## src/rtl/run_code_delay_pipe.sv

```systemverilog
// run_code_delay_pipe
//
// Purpose: multi-stage delay line for the run-mode encoder path. Two
// independent channels (run code bits/length, and Golomb k/glimit/mapped
// error) are delayed by DEPTH advancing cycles so they line up with the
// regular-mode path feeding the bit packer and Golomb coder. A global stall
// freezes everything, a synchronous flush drops all in-flight entries,
// per-channel counters report occupancy, and len_err latches any accepted
// code length wider than CW.
//
// Configuration macro: RUNPIPE_ZERO_INVALID_EN
//   defined   - invalid stages carry all-zero data and flush zeroes data,
//               so data outputs read 0 whenever their valid is 0.
//   undefined - only valid bits are gated; data outputs are don't-care
//               while the matching valid is 0.
//
// Ports:
//   clk, reset (async, active-high), stall, flush
//   en_out1_in, codes_r_in[CW], codes_r_len_in[LW]        channel 1 in
//   en_out2_in, k_in[KW], glimit_in[GW], EMErrval_in[EW]  channel 2 in
//   en_out1_out, codes_r_out, codes_r_len_out             channel 1 out
//   en_out2_out, k_out, glimit_out, EMErrval_out          channel 2 out
//   cnt1, cnt2 [NW]  valid entries held per channel
//   idle             both counters zero
//   len_err          sticky: accepted channel-1 length > CW
module run_code_delay_pipe #(
   parameter int DEPTH = 2,
   parameter int CW    = 32,
   parameter int LW    = 6,
   parameter int KW    = 5,
   parameter int GW    = 6,
   parameter int EW    = 9,
   parameter int NW    = 4
) (
   input  logic          clk,
   input  logic          reset,
   input  logic          stall,
   input  logic          flush,
   input  logic          en_out1_in,
   input  logic [CW-1:0] codes_r_in,
   input  logic [LW-1:0] codes_r_len_in,
   input  logic          en_out2_in,
   input  logic [KW-1:0] k_in,
   input  logic [GW-1:0] glimit_in,
   input  logic [EW-1:0] EMErrval_in,
   output logic          en_out1_out,
   output logic [CW-1:0] codes_r_out,
   output logic [LW-1:0] codes_r_len_out,
   output logic          en_out2_out,
   output logic [KW-1:0] k_out,
   output logic [GW-1:0] glimit_out,
   output logic [EW-1:0] EMErrval_out,
   output logic [NW-1:0] cnt1,
   output logic [NW-1:0] cnt2,
   output logic          idle,
   output logic          len_err
);

   localparam logic [31:0] CW_LIM = CW;

   // Occupancy update: +1 on entry only, -1 on exit only, else unchanged.
   function automatic logic [NW-1:0] cnt_next(input logic [NW-1:0] cnt,
                                              input logic in_v,
                                              input logic out_v);
      logic [NW-1:0] one;
      one = {{(NW-1){1'b0}}, 1'b1};
      case ({in_v, out_v})
         2'b10:   cnt_next = cnt + one;
         2'b01:   cnt_next = cnt - one;
         default: cnt_next = cnt;
      endcase
   endfunction

   function automatic logic len_too_long(input logic [LW-1:0] len);
      logic [31:0] len32;
      len32 = 32'(len);
      len_too_long = (len32 > CW_LIM);
   endfunction

   // Stage storage, index 0 = input side, DEPTH-1 = output side
   logic          v1_q    [DEPTH];
   logic [CW-1:0] code_q  [DEPTH];
   logic [LW-1:0] len_q   [DEPTH];
   logic          v2_q    [DEPTH];
   logic [KW-1:0] k_q     [DEPTH];
   logic [GW-1:0] glim_q  [DEPTH];
   logic [EW-1:0] err_q   [DEPTH];

   logic [NW-1:0] cnt1_q, cnt1_d;
   logic [NW-1:0] cnt2_q, cnt2_d;
   logic          len_err_q, len_err_d;

   // Stage-0 load values (zero-gated when the macro is enabled)
   logic [CW-1:0] code0_d;
   logic [LW-1:0] len0_d;
   logic [KW-1:0] k0_d;
   logic [GW-1:0] glim0_d;
   logic [EW-1:0] err0_d;

   always_comb begin
      cnt1_d    = cnt_next(cnt1_q, en_out1_in, v1_q[DEPTH-1]);
      cnt2_d    = cnt_next(cnt2_q, en_out2_in, v2_q[DEPTH-1]);
      len_err_d = len_err_q | (en_out1_in & len_too_long(codes_r_len_in));
`ifdef RUNPIPE_ZERO_INVALID_EN
      code0_d = en_out1_in ? codes_r_in     : '0;
      len0_d  = en_out1_in ? codes_r_len_in : '0;
      k0_d    = en_out2_in ? k_in           : '0;
      glim0_d = en_out2_in ? glimit_in      : '0;
      err0_d  = en_out2_in ? EMErrval_in    : '0;
`else
      code0_d = codes_r_in;
      len0_d  = codes_r_len_in;
      k0_d    = k_in;
      glim0_d = glimit_in;
      err0_d  = EMErrval_in;
`endif
   end

   always_ff @(posedge clk or posedge reset) begin
      if (reset) begin
         for (int i = 0; i < DEPTH; i++) begin
            v1_q[i]   <= 1'b0;
            code_q[i] <= '0;
            len_q[i]  <= '0;
            v2_q[i]   <= 1'b0;
            k_q[i]    <= '0;
            glim_q[i] <= '0;
            err_q[i]  <= '0;
         end
         cnt1_q    <= '0;
         cnt2_q    <= '0;
         len_err_q <= 1'b0;
      end else if (flush) begin
         // Flush wins over stall; len_err deliberately survives it.
         for (int i = 0; i < DEPTH; i++) begin
            v1_q[i] <= 1'b0;
            v2_q[i] <= 1'b0;
`ifdef RUNPIPE_ZERO_INVALID_EN
            code_q[i] <= '0;
            len_q[i]  <= '0;
            k_q[i]    <= '0;
            glim_q[i] <= '0;
            err_q[i]  <= '0;
`endif
         end
         cnt1_q <= '0;
         cnt2_q <= '0;
      end else if (!stall) begin
         // ---- stage 0: sample inputs ----
         v1_q[0]   <= en_out1_in;
         code_q[0] <= code0_d;
         len_q[0]  <= len0_d;
         v2_q[0]   <= en_out2_in;
         k_q[0]    <= k0_d;
         glim_q[0] <= glim0_d;
         err_q[0]  <= err0_d;
         // ---- stages 1..DEPTH-1: shift ----
         // Invalid entries upstream already carry zero data when gating is on,
         // so a plain copy keeps the zero-data property.
         for (int i = 1; i < DEPTH; i++) begin
            v1_q[i]   <= v1_q[i-1];
            code_q[i] <= code_q[i-1];
            len_q[i]  <= len_q[i-1];
            v2_q[i]   <= v2_q[i-1];
            k_q[i]    <= k_q[i-1];
            glim_q[i] <= glim_q[i-1];
            err_q[i]  <= err_q[i-1];
         end
         cnt1_q    <= cnt1_d;
         cnt2_q    <= cnt2_d;
         len_err_q <= len_err_d;
      end
   end

   // ---- output: last stage drives ports directly ----
   assign en_out1_out     = v1_q[DEPTH-1];
   assign codes_r_out     = code_q[DEPTH-1];
   assign codes_r_len_out = len_q[DEPTH-1];
   assign en_out2_out     = v2_q[DEPTH-1];
   assign k_out           = k_q[DEPTH-1];
   assign glimit_out      = glim_q[DEPTH-1];
   assign EMErrval_out    = err_q[DEPTH-1];
   assign cnt1            = cnt1_q;
   assign cnt2            = cnt2_q;
   assign idle            = (cnt1_q == '0) && (cnt2_q == '0);
   assign len_err         = len_err_q;

endmodule
```

## config.mk

```make
export PLATFORM = sky130hd
export DESIGN_NAME = run_code_delay_pipe
export DESIGN_NICKNAME = d
export VERILOG_FILES = /design/src/rtl/run_code_delay_pipe.sv
export SDC_FILE = /design/constraint.sdc
export NUM_CORES = 1
export LEC_CHECK = 0
export CAP_MARGIN = 25
export CORE_ASPECT_RATIO = 1.25
export CORE_MARGIN = 8
export CORE_UTILIZATION = 45
export DETAILED_ROUTE_END_ITERATION = 10
export PLACE_DENSITY = 0.7
export SLEW_MARGIN = 20
export SYNTH_ARGS = -nofsm -noshare
export SYNTH_HDL_FRONTEND = slang
export SYNTH_SLANG_ARGS = --single-unit
```

## constraint.sdc

```tcl
create_clock -name clk -period 4.16 [get_ports clk]
set_input_delay 0.416 -clock clk [delete_from_list [all_inputs] [get_ports clk]]
set_output_delay 0.416 -clock clk [all_outputs]
set_load 0.02 [all_outputs]
```

# Word level (Yosys, flattened, before mapping)
# Index checks and enable logic that the tools add are counted.
totals:
  elab_cells: 49
  out_inout_bits: 70
  register_bits: 129
  inputBits: 64
op_classes:
  eq_ne: 5
  n_mux: 10
  add_sub_neg: 4
  magnitude_cmp: 1
  n_reduce_logical: 8
  bitwise_logic: 4
ops:
  columns: ["operator", "n"]
  rows:
  - ["$mux 4", 4]
  - ["$pmux 4 s2", 2]
  - ["$add 4x1->4 const B", 2]
  - ["$logic_not 4->1", 2]
  - ["$mux 2", 4]
  - ["$sub 4x1->4 const B", 2]
  - ["$gt 6x6->1 const B", 1]
  - ["$reduce_and 2->1", 3]
  - ["$reduce_bool 3->1", 2]
  - ["$eq 2x1->1 const B", 2]
  - ["$eq 2x2->1 const B", 2]
  - ["$ne 2x1->1 const B", 1]
  - ["$not 1->1", 2]
  - ["$and 1x1->1", 1]
  - ["$logic_and 1x1->1", 1]
  - ["$or 1x1->1", 1]

# Depth between registers and ports, before layout
# Gate-level depths: netlist of run 1.
logic_depth:
  depth_word: 4
  depth_mapped: 6
  mapped_depth_nobuf: 6

# Worst setup path before layout of run 1
# No wires, ideal clock.
synth_timing:
  kind: "reg-to-reg"
  startpoint: "reg v1_q (netlist bit en_out1_out)"
  endpoint: "reg cnt1_q[3] (netlist: cnt1[3])"
  setup_slack_ns: 2.292
  stages_incl_launch_ff: 6
  t_arrival_ns: 1.743
  setup_ns: 0.125
  synth_period_minus_slack_ns: 1.868
  required_ns: 4.035
  n_path_buf: 0
  path_cell_list: "dfrtp_1 > nor2b_2 > ha_1 > a311o_1 > nand3_2 > mux2_4"
synth_between:
  elab_chain_len: 4
  word_cells_on_any_way: 7
  classes_between: "eq/ne: 2; mux: 3; reduce/logical: 2"
synth_lines:
  columns: ["element", "line", "text"]
  rows:
  - ["start, declared", "81", "logic v1_q [DEPTH];"]
  - ["start signal, assigned by index", "161", "v1_q[i] <= v1_q[i-1];"]
  - ["$eq 2x1->1 or $eq 2x2->1 (tied branches)", "67", "case ({in_v, out_v})"]
  - ["$pmux 4 s2", "67", null]
  - ["$mux 4", "148", "end else if (!stall) begin"]
  - ["$mux 4", "133", "end else if (flush) begin"]
  - ["end signal, assigned", "169", "cnt1_q <= cnt1_d;"]
  - ["end, declared", "89", "logic [NW-1:0] cnt1_q, cnt1_d;"]
# Several ways; a longest one is shown, not always the timed one. The select of a mux whose other input is x is not followed.
# A chain may end at the register's enable or synchronous reset.

# Worst setup path in the final report of run 1
layout_timing:
  startpoint: "reg cnt2_q[1] (netlist: cnt2[1])"
  endpoint: "out idle"
layout_between:
  elab_chain_len: 2
layout_lines:
  columns: ["element", "line", "text"]
  rows:
  - ["start, declared", "90", "logic [NW-1:0] cnt2_q, cnt2_d;"]
  - ["start signal, assigned", "170", "cnt2_q <= cnt2_d;"]
  - ["$logic_not 4->1", "185", "assign idle = (cnt1_q == '0) && (cnt2_q == '0);"]
  - ["$logic_and 1x1->1", "185", null]
  - ["end, declared", "55", "output logic idle,"]
# Every way passes these cells.

==> results of run 1 <==
==> worst reg2reg max path, delay by kind of cell (launching register included) <==
kind            cells  cell delay [ns]
flops               1             0.39
simple gates        2             0.35
mux                 1             0.29
fa+ha+maj           1             0.30
compound gates      1             0.38
==> cell usage after synthesis (all sizes together), types with 3 or more instances <==
master  count
nor2       13
a21oi       4
dfrtp     129
ha          4
nand2       3
mux2i       4
mux2      118
o21ai       4
xor2        4
nor2b       4
buf        72
xnor2       4
==> state kept, by name (all words and copies together), names as in the netlist <==
register,count
k_out,5
en_out1_out,1
glim_q,6
glimit_out,6
err_q,9
len_q,6
code_q,32
len_err,1
cnt2,4
codes_r_len_out,6
v2_q,1
v1_q,1
cnt1,4
EMErrval_out,9
codes_r_out,32
en_out2_out,1
k_q,5
==> cell type report <==
cell class | count | area share
inverter | 1 | 0.0008651
tap | 164 | 0.02837
sequential | 129 | 0.4464
clock buffer | 23 | 0.06609
clock inverter | 9 | 0.02128
multi-input combinational | 176 | 0.2446
timing repair buffer | 136 | 0.1924
==> worst max-delay path by stage <==
stage / start / endpoint / slack [ns] / cells after the start
finish: cnt2[1] / idle / 1.63 / 3
global placement: flush / glim_q[6] / 1.81 / 4
floorplan: reset / EMErrval_out[0] / 0.30 / 1
global route: cnt2[0] / idle / 1.52 / 3
detailed placement: flush / codes_r_out[14] / 1.77 / 4
CTS: cnt2[1] / idle / 1.59 / 3
==> routing by layer <==
layer	track usage	share of wire
met3	0.05978	0.075
met4	0.04369	0.0095
met1	0.1531	0.42
met5	0	0
met2	0.2104	0.50
==> cells by family (layout without fill, tap and decap cells) <==
| logic type | after synthesis | after routing |
|---|---|---|
| AO/OA/AOI/OAI | 15 | 15 |
| XOR/XNOR | 8 | 8 |
| adder cells (fa/ha/maj) | 4 | 4 |
| buffers and inverters | 74 | 169 |
| flip-flops | 129 | 129 |
| multiplexers | 122 | 122 |
| AND/OR/NAND/NOR | 27 | 27 |
==> where the power goes <==
part           internal [mW]  switching, mW
sequential              1.48          0.118
clock                   1.05          0.505
combinational          0.472          0.375
total                   3.00          0.998
==> stage by stage <==
step | setup WS (ns) | instances | power (mW) | hold WS [ns]
after CTS | 1.593 | 638 | 4.064 | 0.4709
after detailed placement | 1.766 | 606 | 2.488 | 0.4608
after global routing | 1.522 | 638 | 4.191 | 0.4850
after floorplan | 0.3030 | 379 | 2.239 | 0.4522
after global placement | 1.807 | 606 | 2.458 | 0.4539
final | 1.633 | 638 | 4.002 | 0.4704
==> results.md, run 1 <==
* Post-CTS Hold Fix Bufs at 0
* P&R area growth vs syn at 30.59%
* Diode count at 0
* Async SR Flop Fraction at 1.000
* Largest net degree at the start of global routing at 73
* CTS tree: yes
* Final Skew at 0.008662 ns
* Final hold vios at 0
* Hold EP: len_err
* Leakage power at 3.027 nW
* Rel. slew slack at 0.5130
* Routed wire length at 10.18 mm
* Fin. max-slew vios at 0
* Crit-path max cell delay at 0.61 ns
* Post-layout minimum cycle time at 2.527 ns
* H-tree Lvls at 4
* Outcome: finished, final reports clean
* Post-synthesis sequential area ratio at 0.5829
* Max VDD drop at 277.2 uV
* Gpl congestion at 0.7022
* Placeable Area at 0.01211 mm2
* Commonest non-fill, non-tap cells in the layout: clkdlybuf4s50_1 (133), dfrtp_1 (129), mux2_2 (87)
* Drt pass-1 iters at 6
* FF+latch area at 0.003228 mm2
* Achievable Freq at 395.7 MHz
* Clock root cell: clkbuf_16
* Share of cells above drive strength 1 at 0.2722
* DRC viols at 0
* FP Rows at 45
* Combinational family with the most area after synthesis: multiplexers
* P per Cell Area at 553.4 mW/mm2
* Clock tree sinks at 129
* R2R setup slack at 2.33 ns
* Hold Path Depth at 1
* Hold Path Origin: len_err
* Distinct cells, synth at 30
* Tcrit/Tclk final at 0.6074
* Compound-cell area share of the yosys netlist at 0.01853
* Syn Nets at 447
* Top cells by area, synth: dfrtp_1 (58%), mux2_2 (18%), buf_4 (8.0%)
* Type of origin of the critical path: flip-flop
* Grt ovf at 0
* Max cap viols at 0
* Post-cts resize count at 0
* Slowest CP cell: clkdlybuf4s50_1
* Simple-Gate Fraction of Synth Area at 0.03073
* CP endpoint kind: output pin
* Leading cell type in the layout, fill and taps excluded: clkdlybuf4s50_1
* Clk_lat worst skew at 0.40 ns
* Final instance area at 0.007232 mm2
* CP required at 3.74 ns
* Crit path cell chain: or4_1 -> nor2_1 -> clkdlybuf4s50_1
* Ports at 134
* Primary FF master, synth: dfrtp_1
* Yosys Warn Count at 0
* Nets at 529
* Initial antenna violation count at 0
* Area of the multi-input gates at 0.001769 mm2
* CTS Buffer Depth at 2
* Global-route wire length before repair at 16.69 mm
* # port buffers at 133
* DR vias/cell at 4.821
* Setup TNS at 0 ns
* Critical path class: reg2out
* Die Width at 115.2 um
* Cell taking the most area after synthesis: dfrtp_1
* Mean Syn Cell Area at 14.61 um2
* R2r worst-path depth at 5
* Detail Placement HPWL at 7.247 mm
* Worst Path Buf+Inv at 1
* Clock-pin slew on the worst setup and hold paths at 0.06 ns
* Post-CTS setup buffers at 0
* Post-synthesis adder-cell area fraction at 0.009038
* Syn Std Cell Area at 0.005538 mm2
* Fillers at 988
* Hold Crit Class: reg2reg
* Final setup viols at 0
* Synth top area share at 0.5829
* Number of synthesized flops with an enable pin at 0
* Worst-Margin Slew at 0.7304 ns
* Fin util at 0.5974
* Cell area after placement at 0.006600 mm2
* Reg2reg end: cnt1[3]
* Syn Inst Count at 379
* Die height at 140.0 um
* Vias in the first global route at 3325
* CTS Buf Count at 17
* Die ar. at 0.01613 mm2
* Xor/xnor share of the synthesized area at 0.01265
* Post-synthesis mux area share at 0.2485
* CP top delay family: simple AND/OR/NAND/NOR gates
* Critical path arrival at 2.11 ns
* Global Route Usage Sum at 0.1317
* WL/cell at 15.96 um
* Starting density of the core at 0.4575
* RSZ-0062 raised after global routing: no
* #FFs+latches synth at 129
* Crit Path Max Fanout at 7
* Via count at 3076
* R2r startpoint: en_out1_out
* Iter 0 DRT Violations at 84
* Antenna viol nets, final at 0
Note: power is estimated with default switching activity, not from simulation.
==> run 2, diff against run 1 <==
Settings changed: PLACE_DENSITY 0.7 to 0.73.
Clock period 4.16 ns to 2.09 ns, I/O delays scaled along.
==> run 2 against run 1 <==
  * Register-to-register slack lost 2.0 ns
  * Clock power grew 100%
  * Largest power group unchanged
  * Final cell count grew 1.1%
  * Utilization grew 0.60 points
  * Highest routed layer unchanged
  * Sequential power grew 99%
  * Critical path depth is the same
  * Critical path type unchanged
  * Critical endpoint unchanged
  * Combinational power grew 100%
  * Largest cell class unchanged
  * Clock skew shrank 0.0034 ns
==> results.md, run 2 (synthesized netlist as in run 1, its figures left out) <==
* Setup TNS at 0 ns
* Antenna viol nets, final at 0
* Clock-pin slew on the worst setup and hold paths at 0.06 ns
* Clock tree sinks at 129
* Post-Place Cells at 613
* FP Rows at 45
* Die height at 140.0 um
* Final Skew at 0.005232 ns
* Post-cts resize count at 1
* Switching power at 2.050 mW
* Hold Crit Class: in2async
* Max cap viols at 0
* Global-route wire length before repair at 17.25 mm
* Fin. max-slew vios at 0
* H-tree Lvls at 4
* Post-Place Worst Slack at 0.02012 ns
* Largest net degree at the start of global routing at 77
* Achievable Freq at 495.0 MHz
* Final setup viols at 0
* Die Width at 115.2 um
* Share of cells above drive strength 1 at 0.2890
* DR vias/cell at 4.842
* Post-layout minimum cycle time at 2.020 ns
* Post-CTS setup buffers at 0
* Final instance area at 0.007305 mm2
* P per Cell Area at 1096 mW/mm2
* Rel. slew slack at 0.7317
* WL/cell at 16.09 um
* Type of origin of the critical path: flip-flop
* Max VDD drop at 517.6 uV
* Crit Path Max Fanout at 6
* Leading cell type in the layout, fill and taps excluded: clkdlybuf4s50_1
* P&R area growth vs syn at 31.90%
* Nets at 536
* Diode count at 0
* RSZ-0062 raised after global routing: no
* Detail Placement HPWL at 7.495 mm
* Die ar. at 0.01613 mm2
* Internal power at 5.955 mW
* # port buffers at 133
* CTS Buf Count at 17
* Outcome: finished, final reports clean
* Via count at 3123
* CTS Buffer Depth at 2
* Clock share of power at 0.390
* Global Route Usage Sum at 0.1364
* Register share of total power at 0.397
* Gpl congestion at 0.7120
* Grt ovf at 0
* Clock root cell: clkbuf_16
* Final hold vios at 0
* Commonest non-fill, non-tap cells in the layout: clkdlybuf4s50_1 (132), dfrtp_1 (129), mux2_2 (87)
* Clk_lat worst skew at 0.40 ns
* Worst-Margin Slew at 0.4025 ns
* Layout Cells excl Fill at 645
* Routed wire length at 10.38 mm
* Iter 0 DRT Violations at 79
* Leakage power at 3.057 nW
* Ports at 134
* Drt pass-1 iters at 4
* Critical path arrival at 1.81 ns
* Cell area after placement at 0.006666 mm2
* DRC viols at 0
* CP endpoint kind: output pin
* CP required at 1.88 ns
* Starting density of the core at 0.4575
* Total design power at 8.006 mW
* CTS tree: yes
* R2R setup slack at 0.30 ns
* Tcrit/Tclk final at 0.9665
* Initial antenna violation count at 0
* Post-CTS Hold Fix Bufs at 0
* Comb power frac at 0.213
* Vias in the first global route at 3395
* Placeable Area at 0.01211 mm2
* Sw frac at 0.2561
* Critical path class: reg2out
* Final worst slack at 0.06994 ns
==> run 2: power groups by stage <==
stage               clock network, mW  logic [mW]  registers, mW
floorplan                           0        1.30           3.16
CTS                              3.19        1.74           3.19
finish                           3.12        1.71           3.18
global placement                    0        1.71           3.20
detailed placement                  0        1.74           3.23
global route                     3.31        1.82           3.23
==> run 2: final cells by class <==
cell class,instances,area (um2)
inverters,1,7.507
repair buffers,143,1456
well taps,164,205.2
flip-flops and latches,129,3228
clock inverters,13,185.2
clock buffers,19,452.9
multi-input cells,176,1769
fillers,952,4801
==> run 2: per-layer routing <==
metal / GRT usage / vias up / part of all wire
met5: 0 / - / 0
met4: 0.05617 / 0 / 0.015
met3: 0.05505 / 14 / 0.071
met2: 0.2150 / 94 / 0.50
met1: 0.1613 / 1578 / 0.42
li1: - / 1437 / -
==> run 2: final timing paths <==
kind	from	to	cells past startpoint
worst max-delay path	cnt2[0]	idle	3
worst min-delay path	reset	glim_q[7]	2
worst max register to register	en_out2_out	cnt2[3]	5
worst min register to register	len_err	len_err	1
max in group asynchronous	reset	code_q[56]	3
min in group clk	EMErrval_in[6]	err_q[15]	2
==> run 2: metrics by stage <==
stage / hold slack (ns) / util
floorplan: 0.3437 / -
global placement: 0.4598 / 0.5507
detailed placement: 0.4570 / 0.5507
CTS: 0.06585 / 0.6033
global route: 0.08058 / 0.6034
finish: 0.08413 / 0.6034
==> run 2: worst max-delay path, cell delays in order (launching register included) <==
cell	delay, ns
dfrtp_1	0.45
or4_1	0.54
nor2_1	0.12
clkdlybuf4s15_1	0.31
